### src/rtl/wide_item_serializer.sv
// Serializes one WIDTH-bit item from the wide FIFO into WIDTH/WORD words on an enq client, 1 word/cycle sustained.
// Define WIDE_SER_MSB_FIRST_EN to emit words MSB first (default LSB first); out_enq_rdy low stalls the shift and dequeue.
module wide_item_serializer #(
    parameter int WIDTH = 704,
    parameter int WORD  = 32
) (
    input  logic             CLK,
    input  logic             nRST,
    input  logic [WIDTH-1:0] in_first,
    input  logic             in_first_rdy,
    input  logic             in_deq_rdy,
    output logic             in_deq_ena,
    output logic [WORD-1:0]  out_enq_v,
    output logic             out_enq_ena,
    input  logic             out_enq_rdy,
    output logic             out_last,
    output logic             busy
);
    localparam int BEATS = WIDTH / WORD;
    localparam int BW    = (BEATS > 1) ? $clog2(BEATS) : 1;
    localparam logic [BW-1:0] LAST_BEAT = BW'(BEATS - 1);

    generate
        if (((WIDTH % WORD) != 0) || (WIDTH < WORD)) begin : g_bad_width
            $error("wide_item_serializer: WIDTH must be a nonzero multiple of WORD");
        end
    endgenerate

    typedef enum logic {IDLE = 1'b0, SEND = 1'b1} state_t;

    state_t           r_state, w_state_nxt;
    logic [BW-1:0]    r_beat, w_beat_nxt;
    logic [WIDTH-1:0] r_sreg, w_sreg_nxt;
    logic [WIDTH-1:0] w_shifted;
    logic [WORD-1:0]  w_head;
    logic             w_busy;
    logic             w_ena;
    logic             w_last_beat;
    logic             w_last;
    logic             w_load;

`ifdef WIDE_SER_MSB_FIRST_EN
    assign w_head    = r_sreg[WIDTH-1 -: WORD];
    assign w_shifted = r_sreg << WORD;
`else
    assign w_head    = r_sreg[WORD-1:0];
    assign w_shifted = r_sreg >> WORD;
`endif

    always_ff @(posedge CLK) begin
        if (!nRST) begin
            r_state <= IDLE;
            r_beat  <= '0;
            r_sreg  <= '0;
        end else begin
            r_state <= w_state_nxt;
            r_beat  <= w_beat_nxt;
            r_sreg  <= w_sreg_nxt;
        end
    end

    // Outputs are masked while nRST is low so nothing leaks out during the reset cycle itself.
    always_comb begin
        w_busy      = nRST && (r_state == SEND);
        w_ena       = w_busy && out_enq_rdy;
        w_last_beat = (r_beat == LAST_BEAT);
        w_last      = w_ena && w_last_beat;
        w_load      = nRST && in_first_rdy && in_deq_rdy && (!w_busy || w_last);

        w_state_nxt = r_state;
        w_beat_nxt  = r_beat;
        w_sreg_nxt  = r_sreg;

        if (w_load) begin
            w_sreg_nxt  = in_first;
            w_beat_nxt  = '0;
            w_state_nxt = SEND;
        end else if (w_ena) begin
            w_sreg_nxt = w_shifted;
            if (w_last_beat) begin
                w_beat_nxt  = '0;
                w_state_nxt = IDLE;
            end else begin
                w_beat_nxt = r_beat + BW'(1);
            end
        end
    end

    assign out_enq_ena = w_ena;
    assign out_enq_v   = w_ena ? w_head : '0;
    assign out_last    = w_last;
    assign in_deq_ena  = w_load;
    assign busy        = w_busy;

endmodule

### config.mk
export PLATFORM = sky130hd
export DESIGN_NAME = wide_item_serializer
export DESIGN_NICKNAME = d
export VERILOG_FILES = /design/src/rtl/wide_item_serializer.sv
export SDC_FILE = /design/constraint.sdc
export NUM_CORES = 2
export LEC_CHECK = 0
export BUFFER_PORTS_ARGS = -buffer_cell sky130_fd_sc_hd__buf_2
export CAP_MARGIN = 20
export CORE_AREA = 5 5 286 288
export CTS_BUF_LIST = sky130_fd_sc_hd__clkbuf_2
export CTS_CLUSTER_DIAMETER = 150
export CTS_CLUSTER_SIZE = 28
export DETAILED_ROUTE_END_ITERATION = 16
export DIE_AREA = 0 0 291 293
export PLACE_DENSITY = 0.61
export SLEW_MARGIN = 0
export SYNTH_ARGS = -nofsm -noshare
export SYNTH_HDL_FRONTEND = slang
export SYNTH_SLANG_ARGS = --single-unit
### constraint.sdc
create_clock -name CLK -period 4.7 [get_ports CLK]
set_clock_uncertainty 0.15 [all_clocks]
set_input_delay 1.175 -clock CLK [delete_from_list [all_inputs] [get_ports CLK]]
set_output_delay 1.175 -clock CLK [all_outputs]
set_load 0.05 [all_outputs]
==> results.cfg <==
[run_status]
status = completed

[die]
core_mm2 = 0.07861
die_w_um = 291
io_pins = 745
dieArea_mm2 = 0.08526
start_util = 0.3688
rows = 103
die_h_um = 293

[clock_network]
clk_transition_reported_paths_ns = 0.51
ctsRootBufferMaster = clkbuf_2
cts_tree = done
clock_sinks = 710
ctsLongestPathBuffers = 3
post_cts_buffers = 0
cts_buffers = 29
h-tree-depth = 1
clk_latency_ns = 1.36

[setup_path]
crit_chain = dlygate4sd3_1 -> buf_2 -> nand3_2 -> inv_8 -> and2_1 -> buf_2
cp_num_buf_inv = 4
cp.depth = 6
worst_r2r_endpoint = r_sreg[19]
crit_type = in2out
cp_slowest_cell = dlygate4sd3_1
worstRegToRegCells = 7
startpoint_type = input pin
slowest_delay_ns = 0.52
worstSetupStartpoint = nRST
endpoint_kind = primary output
required_ns = 3.38
reg2reg_slack_ns = 1.37
cp_top_family = buffers and inverters
cp_max_fo = 82
endpoint = out_enq_v[23]
cpMostUsedCell = buf_2
critPathArrivalTime_ns = 3.27
worstReg2RegStart = r_beat[1]

[layout]
area_growth_pct = 41.11
nets = 4460
drive_gt1_frac = 0.2190

[placed_design]
pre_cts_slack_ns = 0.7267
place_congestion = 0.9161
place_hpwl_mm = 77.57
place.port_buffers = 744

[min_path]
hold_class = in2reg

[timing]
finalSetupTns_ns = 0
rsz0062_at_grt = false
fin_crit_sh = 0.9767
setup_viol = 0
slew_headroom = 0.3290
worst_pin_slew_ns = 1.006
timing.final.ws_setup_ns = 0.1094
max_freq_mhz = 217.8
min_period_ns = 4.591
hold_violations = 0
slew_violations = 0

[synthesis]
synth_warnings = 0
synth_edf_count = 0
synth.area.top_cells = dfxtp_1 49%, mux2i_1 24%, o2bb2ai_1 20%
synth_most_common_cell = dfxtp_1
seq_area_frac_synth = 0.4902
syn-num-nets = 3166
avgSynthCellArea_um2 = 11.81
synth_seq_cells = 710
synth_top_area_share = 0.4902
syn_area_mm2 = 0.02899
async_reset_ff_frac = 0
ys_types = 31
synthTopCellsByCount = 710 x dfxtp_1, 704 x mux2i_1, 672 x o2bb2ai_1
synthCells = 2455
synth.largest_area_cell = dfxtp_1
dominantRegCellSynth = dfxtp_1

[power_and_ir_drop]
p_leak_nw = 14.51
powerDensity_mw_per_mm2 = 254.6
ir_drop_mv = 0.2592

[route]
finalWirelength_mm = 110.1
wl_per_cell_um = 22.74
post_drt_via_cell_ratio = 5.263
drcViolationCount = 0
vias = 25470
ant_nets = 0
drt_iter0_markers = 1579
firstDrtPassIters = 5

[global_routing]
grt_pass1_vias = 26770
overflow = 0
track_usage = 0.2418
grt_pass1_wl_mm = 163.0
grt_max_degree = 178
antenna_found_initial = 45

[job]
drv_cap = 0
where the power goes:
| group | internal [W] | switching, W |
|---|---|---|
| Combinational | 0.000969 | 0.000741 |
| Sequential | 0.00642 | 0.000276 |
| Clock | 0.000175 | 0.00184 |
stage by stage:
step                cells  utilization  power (W)  hold WS (ns)  area [µm²]
detailed placement   4050       0.4255   0.007928        0.2985       33450
CTS                  4799       0.5191    0.01049      0.007730       40810
global route         4833       0.5202    0.01086       0.06071       40900
global placement     4050       0.4255   0.007889        0.2914       33450
floorplan            2455            -   0.007311        0.2841       28990
finish               4840       0.5205    0.01042        0.2286       40910
tightest hold or removal path, cell delays in order:
cell and delay, ns:
buf_2 0.12, a21boi_2 0.06, buf_4 0.25, nand2_1 0.11, mux2i_1 0.05
cell usage in the layout, fill, tap and decap left out, drive strengths merged:
master	count
a21boi	2
a21oi	4
a311oi	1
a41oi	1
and2	33
and4b	1
buf	782
clkbuf	30
dfxtp	710
diode	41
dlygate4sd3	718
ha	2
inv	4
mux2i	704
nand2	69
nand3	3
nand4b	2
nor2	1
nor3	1
o211a	1
o21ai	2
o2bb2ai	672
o311ai	2
o31ai	1
or3	2
or4	1
worst min path at each step:
stage / to / depth (start not counted) / slack (ns) / startpoint
6_report: r_sreg[674] / 5 / 0.23 / out_enq_rdy
5_1_grt: r_sreg[674] / 5 / 0.06 / out_enq_rdy
4_1_cts: r_sreg[674] / 5 / 0.008 / out_enq_rdy
3_5_place_dp: r_sreg[691] / 2 / 0.30 / r_sreg[691]
3_3_place_gp: r_sreg[694] / 2 / 0.29 / r_sreg[694]
2_1_floorplan: r_sreg[683] / 2 / 0.28 / r_sreg[683]
flip-flops by register name, summed over array words and instances, names as in the netlist:
signal   flops
r_beat       5
r_state      1
r_sreg     704
cells by family after synthesis:
kind of cell | synth area share
flip-flops | 0.4902
multiplexers | 0.2430
AO/OA/AOI/OAI | 0.2068
buffers and inverters | 0.04035
AND/OR/NAND/NOR | 0.01873
adder cells (fa/ha/maj) | 0.0008629
layer usage:
layer,vias up,global-route usage,part of all wire
met5,-,0,0.00091
met4,14,0.1089,0.052
met3,273,0.04067,0.052
met2,900,0.4330,0.50
met1,12280,0.2850,0.39
li1,12010,-,-
layout make-up:
type / instances / area [µm²]
Antenna cell: 41 / 102.6
Clock buffer: 29 / 145.1
Clock inverter: 2 / 23.77
Fill cell: 6834 / 37700
Inverter: 2 / 15.01
Multi-Input combinational cell: 1505 / 13640
Sequential cell: 710 / 14210
Tap cell: 1050 / 1314
Timing Repair Buffer: 1501 / 11460
timing repair:
item	4_1_cts	5_1_grt
hold buffers	718	0
endpoints found under the setup margin	0	1
hold endpoints to repair	710	0
gates resized for setup	0	2
Power figures use the tool's default switching activity.
